$ cat config.mk
export PLATFORM = sky130hd
export DESIGN_NAME = adc_sdata_tx
export DESIGN_NICKNAME = d
export VERILOG_FILES = /design/src/rtl/adc_sdata_tx.sv
export SDC_FILE = /design/constraint.sdc
export NUM_CORES = 1
export LEC_CHECK = 0
export CAP_MARGIN = 15
export CORE_ASPECT_RATIO = 1.75
export CORE_MARGIN = 5
export CORE_UTILIZATION = 47
export CTS_CLUSTER_DIAMETER = 120
export DETAILED_ROUTE_END_ITERATION = 10
export PLACE_DENSITY = 0.72
export SKIP_CTS_REPAIR_TIMING = 1
export SLEW_MARGIN = 0
export SYNTH_ARGS = -nofsm -noshare
export SYNTH_HDL_FRONTEND = slang
export SYNTH_SLANG_ARGS = --single-unit
$ cat constraint.sdc
create_clock -name clk -period 2.17 [get_ports clk]
set_input_delay 0.217 -clock clk [delete_from_list [all_inputs] [get_ports clk]]
set_output_delay 0.217 -clock clk [all_outputs]
set_load 0.01 [all_outputs]
$ cat src/rtl/adc_sdata_tx.sv
// rtl/adc_sdata_tx.sv - two-lane serial ADC frame transmitter driven by ad_cs; holding register feeds per-lane shift registers.
// Optional ADC_SDATA_TX_PATTERN_EN replaces sample inputs with an internal counting pattern.
module adc_sdata_tx #(
    parameter int SAMPLE_W  = 12,
    parameter int LEAD_BITS = 2,
    parameter int FRAME_LEN = 16
) (
    input  logic                clk,
    input  logic                reset_n,
    input  logic                ad_cs,
    output logic [1:0]          ad_sdata,
    input  logic [SAMPLE_W-1:0] sample_0,
    input  logic [SAMPLE_W-1:0] sample_1,
    input  logic                sample_valid,
    output logic                sample_ready,
    output logic                underrun,
    output logic                frame_done
);

    localparam int K_W = (FRAME_LEN > 2) ? $clog2(FRAME_LEN) : 1;
    localparam logic [K_W-1:0] K_LAST = K_W'(FRAME_LEN - 1);

    typedef enum logic [1:0] {
        S_IDLE,
        S_SHIFT,
        S_DONE
    } state_t;

    state_t              r_state;
    state_t              w_state_nxt;
    logic [K_W-1:0]      r_k;
    logic [K_W-1:0]      w_k_nxt;
    logic                r_cs_q;
    logic                r_cs_armed;
    logic [SAMPLE_W-1:0] r_sh0;
    logic [SAMPLE_W-1:0] r_sh1;
    logic [SAMPLE_W-1:0] w_sh0_nxt;
    logic [SAMPLE_W-1:0] w_sh1_nxt;
    logic                w_start;
    logic                w_underrun_nxt;
    logic                r_underrun;
    logic                r_frame_done;
    logic [1:0]          r_sdata;
    logic [1:0]          w_sdata_nxt;
    logic [31:0]         w_kx;

    // After reset, a low ad_cs is not a frame start until ad_cs has been seen high.
    assign w_start = (r_state == S_IDLE) && r_cs_q && r_cs_armed && !ad_cs;

    always_comb begin
        w_state_nxt = r_state;
        w_k_nxt     = r_k;
        case (r_state)
            S_IDLE: begin
                if (w_start) begin
                    w_state_nxt = S_SHIFT;
                    w_k_nxt     = '0;
                end
            end
            S_SHIFT: begin
                if (ad_cs) begin
                    w_state_nxt = S_IDLE;
                    w_k_nxt     = '0;
                end else if (r_k == K_LAST) begin
                    w_state_nxt = S_DONE;
                    w_k_nxt     = '0;
                end else begin
                    w_k_nxt = r_k + 1'b1;
                end
            end
            S_DONE: begin
                if (ad_cs) begin
                    w_state_nxt = S_IDLE;
                end
            end
            default: begin
                w_state_nxt = S_IDLE;
                w_k_nxt     = '0;
            end
        endcase
    end

`ifdef ADC_SDATA_TX_PATTERN_EN
    logic [SAMPLE_W-1:0] r_pat;

    assign sample_ready = 1'b1;

    always_comb begin
        w_sh0_nxt      = r_sh0;
        w_sh1_nxt      = r_sh1;
        w_underrun_nxt = 1'b0;
        if (w_start) begin
            w_sh0_nxt = r_pat;
            w_sh1_nxt = ~r_pat;
        end
    end

    always_ff @(posedge clk) begin
        if (!reset_n) begin
            r_pat <= '0;
        end else if (w_start) begin
            r_pat <= r_pat + 1'b1;
        end
    end
`else
    logic                r_full;
    logic [SAMPLE_W-1:0] r_h0;
    logic [SAMPLE_W-1:0] r_h1;
    logic                w_load;

    assign sample_ready = reset_n && !r_full;
    assign w_load       = sample_valid && sample_ready;

    // An empty holding register at frame start repeats the previous samples.
    always_comb begin
        w_sh0_nxt      = r_sh0;
        w_sh1_nxt      = r_sh1;
        w_underrun_nxt = w_start && !r_full;
        if (w_start && r_full) begin
            w_sh0_nxt = r_h0;
            w_sh1_nxt = r_h1;
        end
    end

    // A load coinciding with an underrun start is kept for the next frame.
    always_ff @(posedge clk) begin
        if (!reset_n) begin
            r_full <= 1'b0;
            r_h0   <= '0;
            r_h1   <= '0;
        end else if (w_start && r_full) begin
            r_full <= 1'b0;
        end else if (w_load) begin
            r_full <= 1'b1;
            r_h0   <= sample_0;
            r_h1   <= sample_1;
        end
    end
`endif

    assign w_kx = 32'(w_k_nxt);

    // Output is computed from next-cycle state so the bit lands in the same cycle as its k.
    always_comb begin
        w_sdata_nxt = 2'b00;
        if (w_state_nxt == S_SHIFT) begin
            for (int b = 0; b < SAMPLE_W; b++) begin
                if (w_kx == 32'(LEAD_BITS + SAMPLE_W - 1 - b)) begin
                    w_sdata_nxt = {w_sh1_nxt[b], w_sh0_nxt[b]};
                end
            end
        end
    end

    always_ff @(posedge clk) begin
        if (!reset_n) begin
            r_state      <= S_IDLE;
            r_k          <= '0;
            r_cs_q       <= 1'b1;
            r_cs_armed   <= 1'b0;
            r_sh0        <= '0;
            r_sh1        <= '0;
            r_sdata      <= 2'b00;
            r_underrun   <= 1'b0;
            r_frame_done <= 1'b0;
        end else begin
            r_state      <= w_state_nxt;
            r_k          <= w_k_nxt;
            r_cs_q       <= ad_cs;
            if (ad_cs) begin
                r_cs_armed <= 1'b1;
            end
            r_sh0        <= w_sh0_nxt;
            r_sh1        <= w_sh1_nxt;
            r_sdata      <= w_sdata_nxt;
            r_underrun   <= w_underrun_nxt;
            r_frame_done <= (w_state_nxt == S_SHIFT) && (w_k_nxt == K_LAST);
        end
    end

    assign ad_sdata   = r_sdata;
    assign underrun   = r_underrun;
    assign frame_done = r_frame_done;

endmodule

* Word-level counts from Yosys, hierarchy flattened *
Cells that the tools add are included.

word-level totals
  register bits = 61
  bits of input ports = 28
  output and inout port bits = 5
  logic and storage cells = 69

cells by class
  add/subtract/negate cells = 1
  equality and inequality tests = 17
  multiplexer cells = 23
  bitwise logic cells = 2
  reductions and logical operators = 14

operators by type and width
  operator               count
  $eq A4 B4 Y1 const B   8
  $mux W2                16
  $mux W12               2
  $eq A4 B3 Y1 const B   4
  $mux W4                3
  $pmux W4 S3            1
  $eq A4 B2 Y1 const B   2
  $logic_and A1 B1 Y1    8
  $pmux W2 S3            1
  $add A4 B1 Y4 const B  1
  $eq A2 B1 Y1 const B   2
  $reduce_and A2 Y1      2
  $eq A2 B2 Y1 const B   1
  $logic_not A1 Y1       2
  $logic_not A2 Y1       1
  $not A1 Y1             2
  $reduce_or A2 Y1       1

* Depth between registers and ports, before layout *
Gate-level depths: netlist of run 1.

  depth in word-level cells = 19
  gate-level depth with buffers = 11
  mapped depth without buffers = 9

* Worst setup path before layout of run 1 *
Ideal clock, no wire load.

  kind = reg2reg
  start = register r_state[0]
  end = register r_sdata[0] (netlist: ad_sdata[0])
  setup time = 0.069 ns
  arrival = 2.263 ns
  required time = 2.101 ns
  setup slack = -0.162 ns
  cell stages (with the launch flop) = 11
  path buffers = 2
  period minus slack after synthesis = 2.332 ns
  cell sequence = dfxtp_1 > buf_4 > or3b_4 > o32a_1 > buf_6 > nor2_4 > o21ai_2 > a221o_1 > o31a_1 > a2111o_1 > o21ai_2

between the ends
  longest elaborated chain between the ends = 19
  elaborated cells between the ends (all ways) = 41
  classes of those cells = eq/ne (15); mux (20); reduce/logical (6)

RTL lines
  what                               RTL line  RTL
  from (decl)                        29        state_t r_state;
  from (signal assigned)             167       r_state <= w_state_nxt;
  $logic_not A2 Y1                   48, 53
  $logic_and A1 B1 Y1 (3 in series)  48        assign w_start = (r_state == S_IDLE) && r_cs_q && r_cs_armed && !ad_cs;
  $mux W4                            55        if (w_start) begin
  $pmux W4 S3                        53        case (r_state)
  $eq A4 B4 Y1                       148       if (w_kx == 32'(LEAD_BITS + SAMPLE_W - 1 - b)) begin
  $mux W2 (12 in series)             148
  to (signal assigned)               175       r_sdata <= w_sdata_nxt;
  to (decl)                          43        logic [1:0] r_sdata;

Several ways; a longest one is shown, not always the timed one.
A chain may end at the register's enable or synchronous reset.

* Worst setup path after layout of run 1 *
Same ends and word-level chain as after synthesis.

==> results of run 1 <==
-- worst max-delay path, stage by stage (launching register included) --
cell	delay, ns
dfxtp_4	0.36
or3b_4	0.38
buf_6	0.13
o32ai_4	0.44
buf_4	0.19
mux2i_1	0.23
a2111oi_2	0.10
a2111o_1	0.40
o21ai_2	0.06
-- layer usage --
| metal | up-vias | track usage |
|---|---|---|
| li1 | 1212 | - |
| met1 | 1115 | 0.2154 |
| met2 | 47 | 0.3666 |
| met3 | 11 | 0.03955 |
| met4 | 0 | 0.1103 |
| met5 | - | 0 |
-- power groups by stage --
stage	logic [mW]	registers, mW	clock network [mW]
after floorplan	0.111	1.20	0
after global placement	0.213	1.20	0
after detailed placement	0.217	1.20	0
after CTS	0.218	1.18	0.920
after global routing	0.248	1.18	0.973
final	0.226	1.18	0.903
-- synth_stat cells (2+ instances only) --
library cell and number:
a2111oi_0 2, a21oi_1 6, a221o_1 2, a22oi_1 2
a31oi_1 3, a32o_1 2, and2_1 7, and3_1 2
buf_2 5, clkbuf_1 11, dfxtp_1 61, inv_1 4
mux2_2 6, mux2i_1 21, nand2_1 62, nand2b_1 4
nand3_1 26, nor2_1 9, nor2_4 2, nor2b_1 20
nor3_1 4, o21a_1 2, o21ai_0 5, o21ai_2 2
o22ai_1 2, o31a_1 2
-- cells by family (layout without fill, tap and decap cells) --
| logic type | Yosys count | after routing | share of synthesized area |
|---|---|---|---|
| and+or+nand+nor | 143 | 143 | 0.2627 |
| muxes | 28 | 28 | 0.1070 |
| DFF | 61 | 61 | 0.4523 |
| AOI/OAI and AO/OA | 43 | 43 | 0.1349 |
| adders and majority gates | 1 | 1 | 0.004633 |
| buffers and inverters | 23 | 113 | 0.03846 |
-- through the flow --
stage	cell area [um^2]	power, mW	worst slack [ns]
2_1_floorplan	2720	1.310	-0.07279
3_3_place_gp	3498	1.416	-0.5489
3_5_place_dp	3498	1.422	-0.5694
4_1_cts	3676	2.318	-0.2793
5_1_grt	3770	2.406	-0.2287
6_report	3770	2.309	-0.1663
-- registers in the layout (all words and copies together) (netlist names), 2 cells and up --
name / count
r_h0: 12
r_h1: 12
ad_sdata: 2
r_sh0: 12
r_state: 2
r_sh1: 12
r_k: 4
-- area by class of cell --
type,instances,area share
tap,76,0.02522
sequential,61,0.3259
inverter,4,0.003983
clock inverter,4,0.005974
multi-input combinational,215,0.3830
clock buffer,12,0.04116
timing repair buffer,93,0.2147
-- path summary, 6_finish.rpt --
path                                    end  slack [ns]
worst min register to register      r_h0[6]        0.45
worst min-delay path             r_cs_armed        0.37
worst max-delay path            ad_sdata[0]       -0.17
worst max register to register  ad_sdata[0]       -0.17
==> results.sh, run 1 <==
export IMPL_r2r_start="r_state[0]"
export IMPL_drtIter0Drc=124
export IMPL_hold_viol=0
export IMPL_timing_hold_ws_ns=0.3716
export IMPL_multi_input_area_um2=1444
export IMPL_synth_edf_count=0
export IMPL_min_period_ns=2.336
export IMPL_routedWlPerCell_um=14.11
export IMPL_seq_power_share=0.511
export IMPL_numCtsBuffers=9
export IMPL_p_int_mw=1.755
export IMPL_drive_gt1_frac=0.2725
export IMPL_critPathKind="reg -> reg"
export IMPL_vias_per_cell=5.129
export IMPL_core_um2=5585
export IMPL_synth_warnings=0
export IMPL_finalSetupViolCount=2
export IMPL_clkSlewWorstSetupHoldPaths_ns=0.07
export IMPL_routed_top_layer="met4"
export IMPL_ff2ff_path_depth=8
export IMPL_grt_pass1_wl_um=11120
export IMPL_die_w_um=67.30
export IMPL_ys_flop_type="dfxtp_1"
export IMPL_cp_required_ns=2.45
export IMPL_setup_tns_final_ns=-0.2778
export IMPL_fillers=492
export IMPL_drc=0
export IMPL_nNetsFinal=413
export IMPL_finalMaxSlewViolations=0
export IMPL_syn_nets=328
export IMPL_first_pass_iters=4
export IMPL_postRouteAntennaNets=0
export IMPL_via_count=2385
export IMPL_portBuffers=32
export IMPL_ys_ff_latch=61
export IMPL_setup_ws_ns=-0.1663
export IMPL_hold_path_startpoint="ad_cs"
export IMPL_seqCellArea_um2=1229
export IMPL_status="finished, violations left"
export IMPL_p_comb_frac=0.098
export IMPL_p_clk_frac=0.391
export IMPL_powerDensity_nw_per_um2=612.5
export IMPL_switching_power_uw=553.6
export IMPL_dieArea_um2=7420
export IMPL_fp_dieH_um=110.3
export IMPL_fin_skew_ns=0.008363
export IMPL_tritoncts="yes"
export IMPL_synth_largest_area_cell="dfxtp_1"
export IMPL_avgSynthCellArea_um2=9.030
export IMPL_netlist_instances=299
export IMPL_leakage_nw=1.708
export IMPL_grt_max_degree=27
export IMPL_num_rows=36
export IMPL_arrival_ns=2.62
export IMPL_wl_met1_um=2559
export IMPL_wl_um=6559
export IMPL_final_common_cell="nand2_1"
export IMPL_grt_total_usage=0.2032
export IMPL_max_freq_mhz=428.0
export IMPL_placed_cells=446
export IMPL_area_growth_pct=39.62
export IMPL_htreeDepth=3
export IMPL_slew_headroom=0.7163
export IMPL_fin_util=0.6750
export IMPL_finalCritPeriodShare=1.077
export IMPL_wl_met3_um=199
export IMPL_vdd_drop_max_mv=0.4903
export IMPL_layout_cells_non_filler=465
export IMPL_worstHoldPathCells=3
export IMPL_critPathMaxFanout=6
export IMPL_gp_congestion=0.9222
export IMPL_grt_pass1_vias=2413
export IMPL_end_kind="flop"
export IMPL_crit_start="r_state[0]"
export IMPL_cts_root_buffer="clkbuf_8"
export IMPL_hp_class="in -> reg"
export IMPL_worst_pin_slew_ns=0.4256
export IMPL_dp_final_hpwl_um=4948
export IMPL_grt_ovfl_total=0
export IMPL_met2_wirelength_um=3615
export IMPL_insertion_delay_ns=0.34
export IMPL_synthTopCellsByArea="dfxtp_1, nand2_1, mux2i_1"
export IMPL_initial_core_util=0.4834
export IMPL_clk_path_buf_depth=2
export IMPL_mostFrequentLayoutCells="nand2_1, buf_4, dfxtp_1"
export IMPL_diodes=0
export IMPL_syn_cell_area_um2=2700
export IMPL_swShare=0.2398
export IMPL_critical_path_startpoint_type="flop"
export IMPL_io_pins=33
export IMPL_yosysSeqAreaShare=0.4523
export IMPL_grt_antenna_before_repair=0
export IMPL_ys_async_sr_fraction=0
export IMPL_synth_top_area_share=0.4523
export IMPL_violations="negative setup slack"
export IMPL_cts_sinks=61
export IMPL_drv_cap=0
export IMPL_rsz0062_at_grt="yes"
export IMPL_synth_distinct_cells=51
(Power assumes the default switching activity.)
==> inputs of run 2 (changes only) <==
--- a/config.mk
+++ b/config.mk
@@ -10,8 +10,9 @@
 export CORE_MARGIN = 5
 export CORE_UTILIZATION = 47
 export CTS_CLUSTER_DIAMETER = 120
+export CTS_CLUSTER_SIZE = 28
 export DETAILED_ROUTE_END_ITERATION = 10
-export PLACE_DENSITY = 0.72
+export PLACE_DENSITY = 0.76
 export SKIP_CTS_REPAIR_TIMING = 1
 export SLEW_MARGIN = 0
 export SYNTH_ARGS = -nofsm -noshare
==> run 2 against run 1 <==
The flow still finishes with violations (negative setup slack). Combinational power hardly changed. Via count is 0.29% higher. Total power is 3.0% lower. Clock power is 7.6% lower. Critical path depth stayed put. Worst setup slack better by 0.0068 ns. Wire length is 1.4% lower. Utilization is 1.1 points lower. Non-clock buffer count is 3 lower. Global-route usage is 1.2 points lower. Die area stayed put. Final area is 1.7% lower. Critical path type unchanged. Largest cell class unchanged.
==> results.sh, run 2 (synthesis results as in run 1) <==
export IMPL_status="finished, violations left"
export IMPL_critPathKind="reg -> reg"
export IMPL_seq_power_share=0.527
export IMPL_path_cells="or3b_4 -> buf_6 -> o32ai_4 -> nor2_2 -> a221o_1 -> o31a_1 -> a2111o_1 -> o21ai_2"
export IMPL_fin_skew_ns=0.01075
export IMPL_critPathMaxFanout=4
export IMPL_drv_cap=0
export IMPL_num_rows=36
export IMPL_tritoncts="yes"
export IMPL_io_pins=33
export IMPL_via_count=2392
export IMPL_fp_dieH_um=110.3
export IMPL_cp_required_ns=2.44
export IMPL_finalMaxSlewViolations=0
export IMPL_finalCritPeriodShare=1.073
export IMPL_grt_pass1_vias=2430
export IMPL_diodes=0
export IMPL_first_pass_iters=4
export IMPL_arrival_ns=2.59
export IMPL_die_w_um=67.30
export IMPL_timing_hold_ws_ns=0.3643
export IMPL_p_int_mw=1.720
export IMPL_cts_sinks=61
export IMPL_slew_headroom=0.7294
export IMPL_grt_ovfl_total=0
export IMPL_drc=0
export IMPL_htreeDepth=3
export IMPL_rsz0062_at_grt="yes"
export IMPL_area_growth_pct=37.26
export IMPL_numCtsBuffers=9
export IMPL_regToRegSetupSlack_ns=-0.16
export IMPL_critical_path_startpoint_type="flop"
export IMPL_dp_slack_ns=-0.5051
export IMPL_initial_core_util=0.4834
export IMPL_end_kind="flop"
export IMPL_critical_path_slowest_cell="a2111o_1"
export IMPL_swShare=0.2317
export IMPL_insertion_delay_ns=0.33
export IMPL_clkSlewWorstSetupHoldPaths_ns=0.07
export IMPL_finalSetupViolCount=2
export IMPL_switching_power_uw=518.7
export IMPL_nNetsFinal=410
export IMPL_power_mw=2.239
export IMPL_final_common_cell="nand2_1"
export IMPL_hold_viol=0
export IMPL_fin_util=0.6635
export IMPL_powerDensity_nw_per_um2=604.1
export IMPL_vdd_drop_max_mv=0.5251
export IMPL_grt_pass1_wl_um=10560
export IMPL_mostFrequentLayoutCells="nand2_1, dfxtp_1, buf_4"
export IMPL_routedWlPerCell_um=14.03
export IMPL_setup_ws_ns=-0.1595
export IMPL_core_um2=5585
export IMPL_grt_max_degree=30
export IMPL_grt_total_usage=0.1917
export IMPL_min_period_ns=2.329
export IMPL_hp_class="in -> reg"
export IMPL_fillers=494
export IMPL_crit_path_max_incr_delay_ns=0.41
export IMPL_leakage_nw=1.676
export IMPL_cts_root_buffer="clkbuf_8"
export IMPL_postRouteAntennaNets=0
export IMPL_gp_congestion=0.9799
export IMPL_portBuffers=32
export IMPL_violations="negative setup slack"
export IMPL_wl_um=6467
export IMPL_drive_gt1_frac=0.2468
export IMPL_worst_pin_slew_ns=0.3957
export IMPL_drtIter0Drc=112
export IMPL_dieArea_um2=7420
export IMPL_vias_per_cell=5.189
export IMPL_grt_antenna_before_repair=0
export IMPL_p_clk_frac=0.372
export IMPL_dp_final_hpwl_um=4644
export IMPL_max_freq_mhz=429.3
export IMPL_clk_path_buf_depth=2
export IMPL_p_comb_frac=0.100
## run 2: cell count changes in the layout (fill, tap and decap cells not counted), moves of 2 or more
cell	change
buf_4	-5
buf_6	+2
clkbuf_1	+2
dfxtp_1	+2
dfxtp_2	-2
## run 2: power groups by stage
stage / clock, mW / sequential (mW) / combinational [mW]
after CTS: 0.855 / 1.18 / 0.219
after global routing: 0.903 / 1.18 / 0.247
after detailed placement: 0 / 1.21 / 0.217
final: 0.834 / 1.18 / 0.225
after global placement: 0 / 1.21 / 0.212
after floorplan: 0 / 1.20 / 0.111
## run 2: final cells by class
type / instances / area, um^2 / share of cell area
Timing Repair Buffer: 90 / 794.5 / 0.2144
Sequential cell: 61 / 1226 / 0.3309
Clock inverter: 2 / 10.01 / 0.002701
Tap cell: 76 / 95.09 / 0.02566
Inverter: 4 / 15.01 / 0.004051
Multi-Input combinational cell: 215 / 1416 / 0.3822
Clock buffer: 13 / 148.9 / 0.04018
## run 2: critical path: cells and delay by family (launching register included)
kind / cells / cell delay, ns
compound gates: 5 / 1.25
simple gates: 2 / 0.51
flops: 1 / 0.36
buf+inv: 1 / 0.13
## run 2: per-stage QoR
step                      cell area, um^2  cells  TNS [ns]
after floorplan                      2720    299  -0.07279
after global placement               3476    443   -0.8448
after detailed placement             3476    443   -0.9306
after CTS                            3635    458   -0.2973
after global routing                 3706    461   -0.4599
final                                3706    461   -0.2330
## run 2: layer usage
metal / wire (um) / vias to the layer above / GRT usage / share of wire
li1: - / 1201 / - / -
met1: 2487 / 1121 / 0.1917 / 0.38
met2: 3587 / 55 / 0.3512 / 0.55
met3: 222 / 15 / 0.03651 / 0.034
met4: 170 / 0 / 0.1205 / 0.026
met5: 0 / - / 0 / 0
## run 2: final timing paths
path	startpoint	to	cells after the start
setup / recovery	r_state[1]	ad_sdata[0]	8
setup reg to reg	r_state[1]	ad_sdata[0]	8
hold reg to reg	r_h1[11]	r_h1[11]	2
hold / removal	ad_cs	r_cs_armed	3
==> inputs of run 3 (changes only) <==
--- a/config.mk
+++ b/config.mk
@@ -8,11 +8,11 @@
 export CAP_MARGIN = 15
 export CORE_ASPECT_RATIO = 1.75
 export CORE_MARGIN = 5
-export CORE_UTILIZATION = 47
+export CORE_UTILIZATION = 40
 export CTS_CLUSTER_DIAMETER = 120
 export CTS_CLUSTER_SIZE = 28
 export DETAILED_ROUTE_END_ITERATION = 10
-export PLACE_DENSITY = 0.76
+export PLACE_DENSITY = 0.67
 export SKIP_CTS_REPAIR_TIMING = 1
 export SLEW_MARGIN = 0
 export SYNTH_ARGS = -nofsm -noshare
==> run 3 against run 2 <==
The run still ends with negative setup slack left. Clock power is 85% higher. Sequential share of layout area down 2.4 points. Count of clock-buffer cells in the layout down 1. Maximum frequency grew 0.80%. Worst hold slack lost 0.048 ns. Critical path type unchanged. Largest power group is now clock.
==> results.sh, run 3 (synthesis results as in run 1) <==
export IMPL_status="finished, violations left"
export IMPL_violations="negative setup slack"
export IMPL_ff2ff_path_depth=10
export IMPL_grt_antenna_before_repair=0
export IMPL_mostFrequentLayoutCells="buf_4, nand2_1, dfxtp_1"
export IMPL_dieArea_um2=8558
export IMPL_crit_start="r_state[1]"
export IMPL_fp_dieH_um=118.7
export IMPL_finalMaxSlewViolations=0
export IMPL_routedWlPerCell_um=14.37
export IMPL_via_count=2451
export IMPL_timing_hold_ws_ns=0.3161
export IMPL_critPathMaxFanout=7
export IMPL_drive_gt1_frac=0.2929
export IMPL_min_period_ns=2.311
export IMPL_drtIter0Drc=120
export IMPL_vias_per_cell=5.128
export IMPL_leakage_nw=1.808
export IMPL_numCtsBuffers=9
export IMPL_dp_final_hpwl_um=4889
export IMPL_io_pins=33
export IMPL_seq_power_share=0.400
export IMPL_layout_cells_non_filler=478
export IMPL_swShare=0.2043
export IMPL_initial_core_util=0.4129
export IMPL_worst_pin_slew_ns=0.3802
export IMPL_grt_max_degree=30
export IMPL_regToRegSetupSlack_ns=-0.14
export IMPL_critPathKind="reg -> reg"
export IMPL_core_um2=6539
export IMPL_cts_sinks=61
export IMPL_area_growth_pct=48.24
export IMPL_fin_skew_ns=0.007461
export IMPL_path_cells="nor4bb_2 -> buf_4 -> nand2_4 -> buf_4 -> mux2_2 -> a2bb2oi_2 -> o31a_1 -> o31a_1 -> a2111o_1 -> o21ai_2"
export IMPL_setup_ws_ns=-0.1411
export IMPL_p_clk_frac=0.521
export IMPL_max_freq_mhz=432.7
export IMPL_finalSetupViolCount=2
export IMPL_hp_class="in -> reg"
export IMPL_cts_root_buffer="clkbuf_16"
export IMPL_critical_path_slowest_cell="a2111o_1"
export IMPL_powerDensity_nw_per_um2=739.5
export IMPL_die_w_um=72.11
export IMPL_p_int_mw=2.355
export IMPL_nNetsFinal=420
export IMPL_drv_cap=0
export IMPL_hold_path_startpoint="ad_cs"
export IMPL_critical_path_startpoint_type="flop"
export IMPL_final_common_cell="buf_4"
export IMPL_portBuffers=32
export IMPL_hold_viol=0
export IMPL_vdd_drop_max_mv=0.4577
export IMPL_crit_path_max_incr_delay_ns=0.43
export IMPL_finalCritPeriodShare=1.065
export IMPL_insertion_delay_ns=0.33
export IMPL_r2r_start="r_state[1]"
export IMPL_p_comb_frac=0.079
export IMPL_grt_total_usage=0.1668
export IMPL_cp_endpoint="ad_sdata[0]"
export IMPL_clk_path_buf_depth=2
export IMPL_grt_ovfl_total=0
export IMPL_grt_pass1_vias=2383
export IMPL_rsz0062_at_grt="yes"
export IMPL_end_kind="flop"
export IMPL_wl_um=6870
export IMPL_tritoncts="yes"
export IMPL_slew_headroom=0.7400
export IMPL_clkSlewWorstSetupHoldPaths_ns=0.05
export IMPL_first_pass_iters=5
export IMPL_placed_cells=456
export IMPL_dpl_instance_area_um2=3523
export IMPL_setup_tns_final_ns=-0.1605
export IMPL_reg2reg_to="ad_sdata[0]"
export IMPL_drc=0
export IMPL_gp_congestion=0.8728
export IMPL_switching_power_uw=604.6
export IMPL_arrival_ns=2.57
export IMPL_htreeDepth=3
export IMPL_fin_area_um2=4003
export IMPL_postRouteAntennaNets=0
export IMPL_grt_pass1_wl_um=10990
export IMPL_diodes=0
export IMPL_num_rows=39
export IMPL_cp_required_ns=2.43
export IMPL_fin_util=0.6121
==> run 3: cell types whose count changed in the layout (fill, tap and decap cells not counted), moves of 2 or more <==
cell	change
bufinv_16	+2
clkbuf_16	+9
dfxtp_1	-3
clkbuf_8	-8
buf_4	+9
clkbuf_1	-2
dfxtp_2	+4
nand2_2	-2
buf_6	+2
nand2_4	+2
==> run 3: power groups by stage <==
stage | registers [mW] | logic (mW) | clock network (mW)
finish | 1.18 | 0.235 | 1.54
global route | 1.19 | 0.258 | 1.63
CTS | 1.18 | 0.226 | 1.57
detailed placement | 1.21 | 0.224 | 0
global placement | 1.20 | 0.220 | 0
floorplan | 1.20 | 0.111 | 0
==> run 3: worst min path at each step <==
| stage | slack (ns) | to | depth (start not counted) |
|---|---|---|---|
| 2_1_floorplan | 0.32 | r_h0[0] | 2 |
| 3_3_place_gp | 0.44 | r_h1[6] | 2 |
| 3_5_place_dp | 0.45 | r_h0[3] | 2 |
| 4_1_cts | 0.41 | r_h0[9] | 3 |
| 5_1_grt | 0.37 | r_cs_armed | 3 |
| 6_report | 0.32 | r_cs_armed | 3 |
==> run 3: critical path, delay by kind of cell (launching register included) <==
kind	cells	cell delay (ns)
AO/OA/AOI/OAI	5	0.91
buffers and inverters	2	0.36
flip-flops	1	0.33
multiplexers	1	0.27
AND/OR/NAND/NOR	2	0.37
==> run 3: final cells by class <==
class,instances,area [um^2]
inverters,4,15.01
multi-input cells,215,1466
clock inverters,4,70.07
repair buffers,100,864.6
flip-flops and latches,61,1227
clock buffers,12,256.5
well taps,82,102.6
fillers,585,2536
==> run 3: stage by stage <==
stage | worst slack, ns | power [mW]
6_report | -0.1411 | 2.960
5_1_grt | -0.2400 | 3.079
4_1_cts | -0.2082 | 2.979
3_5_place_dp | -0.5223 | 1.430
3_3_place_gp | -0.5113 | 1.425
2_1_floorplan | -0.07279 | 1.310
==> run 3: layer usage <==
| layer | global-route usage | share of wire |
|---|---|---|
| met4 | 0.1118 | 0.038 |
| met2 | 0.2894 | 0.54 |
| met1 | 0.1703 | 0.39 |
| met3 | 0.04163 | 0.034 |
| met5 | 0 | 0 |
